==> src/rtl/shift_unit_arbiter.sv <==
// Round-robin arbiter sharing one 32-bit shift datapath (SLL / SRA) between two requesters,
// with a single registered response buffer routed back to the requester that owns it.
module shift_unit_arbiter #(
    parameter int unsigned PRIO_RESET = 0,
    parameter logic        OP_SLL     = 1'b0,
    parameter logic        OP_SRA     = 1'b1
) (
    input  logic        clock,
    input  logic        reset,

    input  logic        req_valid_0,
    output logic        req_ready_0,
    input  logic        req_op_0,
    input  logic [31:0] req_data_0,
    input  logic [4:0]  req_shamt_0,

    input  logic        req_valid_1,
    output logic        req_ready_1,
    input  logic        req_op_1,
    input  logic [31:0] req_data_1,
    input  logic [4:0]  req_shamt_1,

    output logic        resp_valid_0,
    input  logic        resp_ready_0,
    output logic        resp_valid_1,
    input  logic        resp_ready_1,
    output logic [31:0] resp_data,
    output logic        busy
);

    typedef enum logic {StEmpty, StFull} state_e;

    state_e      state_q, state_d;
    logic        owner_q, owner_d;
    logic        prio_q, prio_d;
    logic [31:0] data_q, data_d;

    logic        drain;
    logic        can_accept;
    logic        grant_valid;
    logic        grant_idx;
    logic        accept;
    logic [31:0] shift_result;

    function automatic logic [31:0] do_shift(input logic op, input logic [31:0] d,
                                             input logic [4:0] sh);
        logic [31:0] r;
        case (op)
            OP_SLL:  r = d << sh;
            OP_SRA:  r = $signed(d) >>> sh;
            default: r = d << sh;
        endcase
        return r;
    endfunction

    // Only the owner's resp_ready can free the buffer.
    assign drain      = (state_q == StFull) && (owner_q ? resp_ready_1 : resp_ready_0);
    assign can_accept = (state_q == StEmpty) || drain;

    always_comb begin
        grant_valid = 1'b0;
        grant_idx   = prio_q;
        if (req_valid_0 && req_valid_1) begin
            grant_valid = 1'b1;
            grant_idx   = prio_q;
        end else if (req_valid_0) begin
            grant_valid = 1'b1;
            grant_idx   = 1'b0;
        end else if (req_valid_1) begin
            grant_valid = 1'b1;
            grant_idx   = 1'b1;
        end
    end

    assign req_ready_0 = can_accept && (grant_idx == 1'b0);
    assign req_ready_1 = can_accept && (grant_idx == 1'b1);
    assign accept      = can_accept && grant_valid;

    assign shift_result = grant_idx ? do_shift(req_op_1, req_data_1, req_shamt_1)
                                    : do_shift(req_op_0, req_data_0, req_shamt_0);

    always_comb begin
        state_d = state_q;
        owner_d = owner_q;
        prio_d  = prio_q;
        data_d  = data_q;
        if (accept) begin
            state_d = StFull;
            owner_d = grant_idx;
            prio_d  = ~grant_idx;
            data_d  = shift_result;
        end else if (drain) begin
            // resp_data keeps its last value after draining.
            state_d = StEmpty;
        end
    end

    always_ff @(posedge clock) begin
        if (reset) begin
            state_q <= StEmpty;
            owner_q <= 1'b0;
            prio_q  <= (PRIO_RESET != 0);
            data_q  <= 32'h0;
        end else begin
            state_q <= state_d;
            owner_q <= owner_d;
            prio_q  <= prio_d;
            data_q  <= data_d;
        end
    end

    assign resp_valid_0 = (state_q == StFull) && (owner_q == 1'b0);
    assign resp_valid_1 = (state_q == StFull) && (owner_q == 1'b1);
    assign resp_data    = data_q;
    assign busy         = (state_q == StFull);

endmodule

==> config.mk <==
export PLATFORM = sky130hd
export DESIGN_NAME = shift_unit_arbiter
export DESIGN_NICKNAME = d
export VERILOG_FILES = /design/src/rtl/shift_unit_arbiter.sv
export SDC_FILE = /design/constraint.sdc
export NUM_CORES = 1
export LEC_CHECK = 0
export ABC_AREA = 1
export CORE_MARGIN = 2
export CORE_UTILIZATION = 32
export DETAILED_ROUTE_END_ITERATION = 12
export MAX_ROUTING_LAYER = met4
export SETUP_SLACK_MARGIN = 0.2
export SYNTH_ARGS = -nofsm -noshare
export SYNTH_HDL_FRONTEND = slang
export SYNTH_SLANG_ARGS = --single-unit
==> constraint.sdc <==
create_clock -name clock -period 1.4 [get_ports clock]
set_input_delay 0.14 -clock clock [delete_from_list [all_inputs] [get_ports clock]]
set_output_delay 0.14 -clock clock [all_outputs]
set_load 0.005 [all_outputs]
### After elaboration in Yosys (flattened, before gate mapping)

Index checks and enable logic that the tools add are counted.

* bitwise gates (word level): 5
* muxes and demuxes: 12
* shift-type cells: 4
* reduce and logical (&&, ||, !) cells: 9

Operators with widths (number)
* $pmux W32 S2: 2
* $shl A32 B5 Y32: 2
* $sshr A32 B5 Y32: 2
* $mux W32: 1
* $mux W1: 9
* $logic_and A1 B1 Y1: 7
* $not A1 Y1: 5
* $reduce_bool A2 Y1: 1
* $logic_or A1 B1 Y1: 1

* bits of input ports: 82
* bits in registers: 35
* logic and storage cells: 34
* output and inout port bits: 37

### Depth between registers and ports, before layout

Gate-level depths: netlist of run 1.

* depth after elaboration: 5
* depth in mapped cells: 17
* mapped depth without buffers: 15

### Least setup slack after synthesis of run 1

No wires, ideal clock.

* path kind: register to register
* from: register owner_q
* to: register data_q[10], in the netlist resp_data[10]
* arrival time: 1.326 ns
* stages on the path, launching flop included: 13
* library setup time: 0.111 ns
* path slack: -0.037 ns
* buffers on the path: 1
* cell sequence: dfxtp_1 > inv_1 > nand2_1 > nand2_1 > nor2_1 > inv_2 > o21ai_2 > nor2_1 > buf_2 > nand2_1 > nand3_1 > nand2_1 > inv_1

* longest elaborated chain between the ends: 4

RTL lines
* start: declaration: line 34 `logic owner_q, owner_d;`
* start signal: assignment: line 106 `owner_q <= owner_d;`
* $mux W1: line 57 `assign drain = (state_q == StFull) && (owner_q ? resp_ready_1 : resp_ready_0);`
* $logic_and A1 B1 Y1: line 57
* $logic_or A1 B1 Y1: line 58 `assign can_accept = (state_q == StEmpty) || drain;`
* $logic_and A1 B1 Y1: line 77 `assign accept = can_accept && grant_valid;`
* end signal: assignment: line 108 `data_q <= data_d;`
* end: declaration: line 36 `logic [31:0] data_q, data_d;`

No other way between the ends.
A chain may end at the register's enable or synchronous reset.

### Final worst setup path of run 1

* from: register prio_q
* to: register data_q[2], in the netlist resp_data[2]

* longest elaborated chain between the ends: 4

RTL lines
* start: declaration: line 35 `logic prio_q, prio_d;`
* start signal: assignment: line 102 `prio_q <= (PRIO_RESET != 0);`
* start signal: assignment: line 107 `prio_q <= prio_d;`
* $mux W1: line 69 `end else if (req_valid_1) begin`
* $mux W1: line 66 `end else if (req_valid_0) begin`
* $mux W1 (*): line 63 `if (req_valid_0 && req_valid_1) begin`
* $mux W32 (*): line 79 `assign shift_result = grant_idx ? do_shift(req_op_1, req_data_1, req_shamt_1)`

Mark *: on every way between the ends. The rest lies on a longest branch, timed or not.

==> results.json, run 1 <==
{
  "htreeDepth": 2,
  "synth_top_area_share_pct": 43.6,
  "final_util_pct": 50.2,
  "synthAdderAreaFrac_pct": 0,
  "worstRegToRegCells": 12,
  "ant_nets": 0,
  "synth_compound_area_share_pct": 2.91,
  "synth_top_family_by_area": "simple AND/OR/NAND/NOR gates",
  "worstMarginPinSlew_ns": 0.369,
  "worst_setup_path_start_kind": "flip-flop",
  "clock-root-buffer": "clkbuf_16",
  "yosysWarningCount": 0,
  "overflow": 0,
  "antenna_cells": 0,
  "numCtsBuffers": 5,
  "synth-main-ff-cell": "dfxtp_1",
  "relSlewSlack_pct": 75.4,
  "synth_edf_count": 0,
  "antenna_found_initial": 0,
  "finalMaxSlewViolations": 0,
  "report.final.setup_viol": 36,
  "placedCellCount": 2180,
  "max_freq_mhz": 629,
  "drive_gt1_share_pct": 33.8,
  "final_cell_mix": "537 x nand3_1, 481 x nand2_1, 209 x nand3_2",
  "synth_xor_area_share_pct": 0,
  "path_class": "reg -> reg",
  "clock_latency_ns": 0.28,
  "ys_seq_area_share_pct": 8.18,
  "dr.pass1.iters": 6,
  "num_rows": 59,
  "hold_viol": 0,
  "path_max_fanout": 8,
  "finalPower_w": 0.00766,
  "clock_sinks": 35,
  "routed_wl_um": 42800,
  "cts_tree": "built",
  "ys_types": 32,
  "netlist_area_mm2": 0.00857,
  "p_sw_w": 0.00367,
  "p_int_w": 0.00399,
  "die_area_mm2": 0.0281,
  "synth.area.top_cells": "nand3_1 44%, nand2_1 28%, dfxtp_1 8.2%",
  "nets": 1968,
  "core_area_mm2": 0.0262,
  "vdd_ir_drop_max_mv": 0.478,
  "syn_to_final_growth_pct": 53.6,
  "outcome": "finished, violations left",
  "synth_top_area_cell": "nand3_1",
  "hpwl_um": 32200,
  "powerDensity_mw_per_mm2": 582,
  "cp.required_ns": 1.63,
  "power.share.combinational_pct": 67.3,
  "leakagePower_nw": 7.00,
  "vias_per_cell": 5.74,
  "gp_congestion": 0.999,
  "hold_class": "reg -> reg",
  "synth_seq_cells": 35,
  "drc": 0,
  "avgRoutedWirePerCell_um": 19.3,
  "die_h_um": 168,
  "drt_iter0_drc": 1617,
  "cts_hold_buf": 0,
  "io_pins": 119,
  "seqPwrFrac_pct": 15.7,
  "route.vias.total": 12748,
  "min_period_over_period_pct": 113,
  "setup_slack_ns": -0.189,
  "violations": "negative setup slack",
  "io_buffers": 118,
  "cp-end-kind": "flip-flop",
  "clkPwrFrac_pct": 17.0,
  "period_needed_ns": 1.59,
  "syn_area_per_cell_um2": 4.92,
  "grt_max_degree": 56,
  "hold_slack_ns": 0.518,
  "clockBufferDepth": 2,
  "layout_commonest_cell": "nand3_1",
  "arrival_ns": 1.81,
  "die_x_um": 168,
  "grt_pass1_wl_um": 64900,
  "cap_violations": 0,
  "grt_pass1_vias": 11614,
  "syn_inst": 1740,
  "syn-num-nets": 1822,
  "start_util_pct": 32.7,
  "holdPathStages": 2,
  "async_flop_share_pct": 0,
  "gr-usage-all-layers_pct": 29.6,
  "swShare_pct": 47.9,
  "synthMuxAreaShare_pct": 0,
  "rsz0062_at_grt": "true",
  "fin_cells": 2222,
  "clk_pin_slew_ns": 0.06,
  "skew_ns": 0.00487,
  "synth-simple-area-share_pct": 76.2
}
-- synth_stat cells (3+ instances only) --
cell      instances
nand3_2           5
nand3_1         747
nand2_2          20
buf_6            19
a21oi_1           6
buf_2            58
o21ai_0           3
buf_4             7
o211ai_1          8
nand2_1         641
inv_1            65
nand4_1           4
buf_1             7
inv_2            10
dfxtp_1          35
nand2_4           5
clkbuf_1         41
nor2_1           28
o21ai_1          11
-- critical path, stage by stage, from the launching register on --
cell and delay [ns]:
dfxtp_2 0.34, a21boi_1 0.06, nor2_1 0.14, buf_4 0.14, inv_4 0.03, buf_6 0.11
nor2_4 0.16, buf_12 0.14, buf_16 0.15, nand2_1 0.08, nand3_1 0.09, nand2_1 0.06
inv_1 0.05
-- per-layer routing --
metal  global-route usage [%]  part of all wire [%]
met3                     2.60                   6.8
met1                     42.7                    47
met2                     45.0                    44
met4                     6.05                   2.0
met5                        -                     0
-- final cells by class --
class,count,area (µm²)
Multi-Input combinational cell,1492,8620
Clock buffer,6,139
Inverter,79,344
Clock inverter,2,35.0
Tap cell,335,419
Timing Repair inverter,2,32.5
Fill cell,2754,13000
Timing Repair Buffer,271,2840
Sequential cell,35,723
-- final timing paths --
check	start	endpoint	slack (ns)
max	prio_q	resp_data[2]	-0.19
min reg2reg	prio_q	prio_q	0.52
min	prio_q	prio_q	0.52
max reg2reg	prio_q	resp_data[2]	-0.19
-- per-stage QoR --
step	setup TNS, ns	cell area, µm²	worst slack, ns
6_report	-4.21	13200	-0.189
5_1_grt	-7.11	13200	-0.268
4_1_cts	-2.69	12300	-0.161
3_5_place_dp	-24.82	11100	-0.806
3_3_place_gp	-24.43	11100	-0.793
2_1_floorplan	0	9050	0.0716
-- kinds of logic after synthesis --
kind of cell           count (synthesis)
AOI/OAI and AO/OA                     38
buffers and inverters                213
DFF                                   35
and+or+nand+nor                     1454
-- repair_timing --
action,4_1_cts,5_1_grt
gates resized for setup,326,215
endpoints found under the hold margin,0,0
buffers inserted,17,8
endpoints found under the setup margin,71,40
pin swaps,50,63
cloned,9,0
-- power by group through the flow --
stage | Combinational (W) | Sequential, W | Clock, W
after floorplan | 0.00263 | 0.00118 | 0
after global placement | 0.00428 | 0.00121 | 0
after detailed placement | 0.00426 | 0.00121 | 0
after CTS | 0.00465 | 0.00120 | 0.00131
after global routing | 0.00556 | 0.00121 | 0.00135
final | 0.00516 | 0.00120 | 0.00130
-- registers in the layout, indices dropped and copies added (netlist names) --
name	flops
resp_data	32
busy	1
owner_q	1
prio_q	1
(Power assumes the default switching activity.)
==> run 2, diff against run 1 <==
Settings changed: CAP_MARGIN set to 5.
Clock period 1.4 ns to 1.8 ns, I/O delays scaled along.
==> run 2 against run 1 <==
Net effect:
- the run now ends clean
- sequential cell count unchanged
- combinational power down 24%
- clock power is 18% lower
- die area stayed put
- sequential share of layout area barely moved
- count of clock-buffer cells in the layout did not move
- critical endpoint is now resp_data[28]
==> results.json, run 2 (synthesis gave the netlist of run 1 again) <==
{
  "drt_iter0_drc": 1435,
  "vias_per_cell": 5.82,
  "arrival_ns": 1.79,
  "worstMarginPinSlew_ns": 0.381,
  "final_cell_mix": "551 x nand3_1, 469 x nand2_1, 193 x nand3_2",
  "nets": 1942,
  "path_class": "in -> reg",
  "worstRegToRegCells": 10,
  "route.vias.total": 12779,
  "hpwl_um": 30900,
  "grt_use_met3_pct": 1.11,
  "clk_pin_slew_ns": 0.06,
  "path_max_fanout": 4,
  "hold_viol": 0,
  "vdd_ir_drop_max_mv": 0.387,
  "clock_latency_ns": 0.29,
  "cp-end-kind": "flip-flop",
  "crit_path_end": "resp_data[28]",
  "finalPower_w": 0.00590,
  "grt_pass1_wl_um": 63500,
  "report.final.setup_viol": 0,
  "rsz0062_at_grt": "true",
  "overflow": 0,
  "htreeDepth": 2,
  "final_util_pct": 49.1,
  "skew_ns": 0.0109,
  "outcome": "complete, no violations",
  "die_x_um": 168,
  "clock-root-buffer": "clkbuf_16",
  "min_period_over_period_pct": 89.0,
  "avgRoutedWirePerCell_um": 19.4,
  "leakagePower_nw": 6.66,
  "clock_sinks": 35,
  "critPathLaunch": "req_data_0[7]",
  "timing.rr.end": "resp_data[5]",
  "gr-usage-all-layers_pct": 28.8,
  "worst_setup_path_start_kind": "primary input",
  "largest_register_ffs": 32,
  "routed_wl_um": 42600,
  "grt_pass1_vias": 11699,
  "antenna_cells": 0,
  "use_met2_pct": 48.6,
  "relSlewSlack_pct": 74.6,
  "io_pins": 119,
  "rrSetupSlack_ns": 0.22,
  "die_h_um": 168,
  "clockBufferDepth": 2,
  "max_freq_mhz": 625,
  "ant_nets": 0,
  "die_area_mm2": 0.0281,
  "busiest_layer": "met2",
  "finalMaxSlewViolations": 0,
  "cp.required_ns": 1.98,
  "hold_class": "reg -> reg",
  "met1_usage_pct": 38.9,
  "dr.pass1.iters": 5,
  "core_area_mm2": 0.0262,
  "period_needed_ns": 1.60,
  "cap_violations": 0,
  "syn_to_final_growth_pct": 50.3,
  "num_rows": 59,
  "r2r_start": "prio_q",
  "drive_gt1_share_pct": 31.2,
  "grt_max_degree": 62,
  "start_util_pct": 32.7,
  "cts_tree": "built",
  "io_buffers": 118,
  "drc": 0,
  "powerDensity_mw_per_mm2": 458,
  "layout_commonest_cell": "nand3_1",
  "numCtsBuffers": 5,
  "antenna_found_initial": 0,
  "gp_congestion": 1.01
}
run 2: layout make-up:
class,instances,area (µm²)
multi-input combinational,1492,8470
inverter,79,337
timing repair buffer,246,2760
sequential,35,703
timing repair inverter,1,11.3
fill,2721,13300
clock buffer,6,139
clock inverter,2,38.8
tap,335,419
run 2: report_power, final:
| group | switching [W] | internal [W] |
|---|---|---|
| registers | 0.0000661 | 0.000859 |
| clock network | 0.000362 | 0.000696 |
| logic | 0.00238 | 0.00153 |
| total | 0.00281 | 0.00309 |
run 2: repair_timing:
item / 4_1_cts / 5_1_grt
hold buffers: 0 / 0
buffers inserted: 6 / 8
gates cloned: 5 / 9
endpoints found under the setup margin: 35 / 35
gates resized for setup: 256 / 247
pin swaps: 47 / 56
run 2: routing by layer:
| layer | up-vias | share of wire (%) |
|---|---|---|
| li1 | 6101 | - |
| met1 | 5990 | 44 |
| met2 | 615 | 48 |
| met3 | 73 | 6.2 |
| met4 | 0 | 2.3 |
| met5 | - | 0 |
run 2: how the worst min path moves through the flow:
stage	slack, ns	to	from	cells past startpoint
CTS	0.52	owner_q	owner_q	2
floorplan	0.47	busy	resp_ready_0	5
global placement	0.51	owner_q	owner_q	2
detailed placement	0.51	owner_q	owner_q	2
finish	0.47	owner_q	owner_q	2
global route	0.49	owner_q	owner_q	2
run 2: per-stage QoR:
stage | cells | TNS, ns | cell area, µm² | hold slack (ns) | setup slack (ns)
2_1_floorplan | 1740 | 0 | 8570 | 0.470 | 0.363
3_3_place_gp | 2160 | -11.79 | 10400 | 0.508 | -0.531
3_5_place_dp | 2160 | -11.78 | 10400 | 0.506 | -0.522
4_1_cts | 2179 | 0 | 11700 | 0.515 | 0.127
5_1_grt | 2196 | 0 | 12900 | 0.489 | 0.0969
6_report | 2196 | 0 | 12900 | 0.474 | 0.199
run 2: critical path, stage by stage:
cell and delay [ns]:
clkdlybuf4s50_1 0.46, nand2_2 0.13, nand3_1 0.13, nand3_1 0.13
nand3_1 0.13, nand3_1 0.12, nand2_1 0.06, inv_1 0.05
nand2_1 0.10, nand2_4 0.09, nand3_2 0.08, nand2_1 0.08
inv_1 0.05
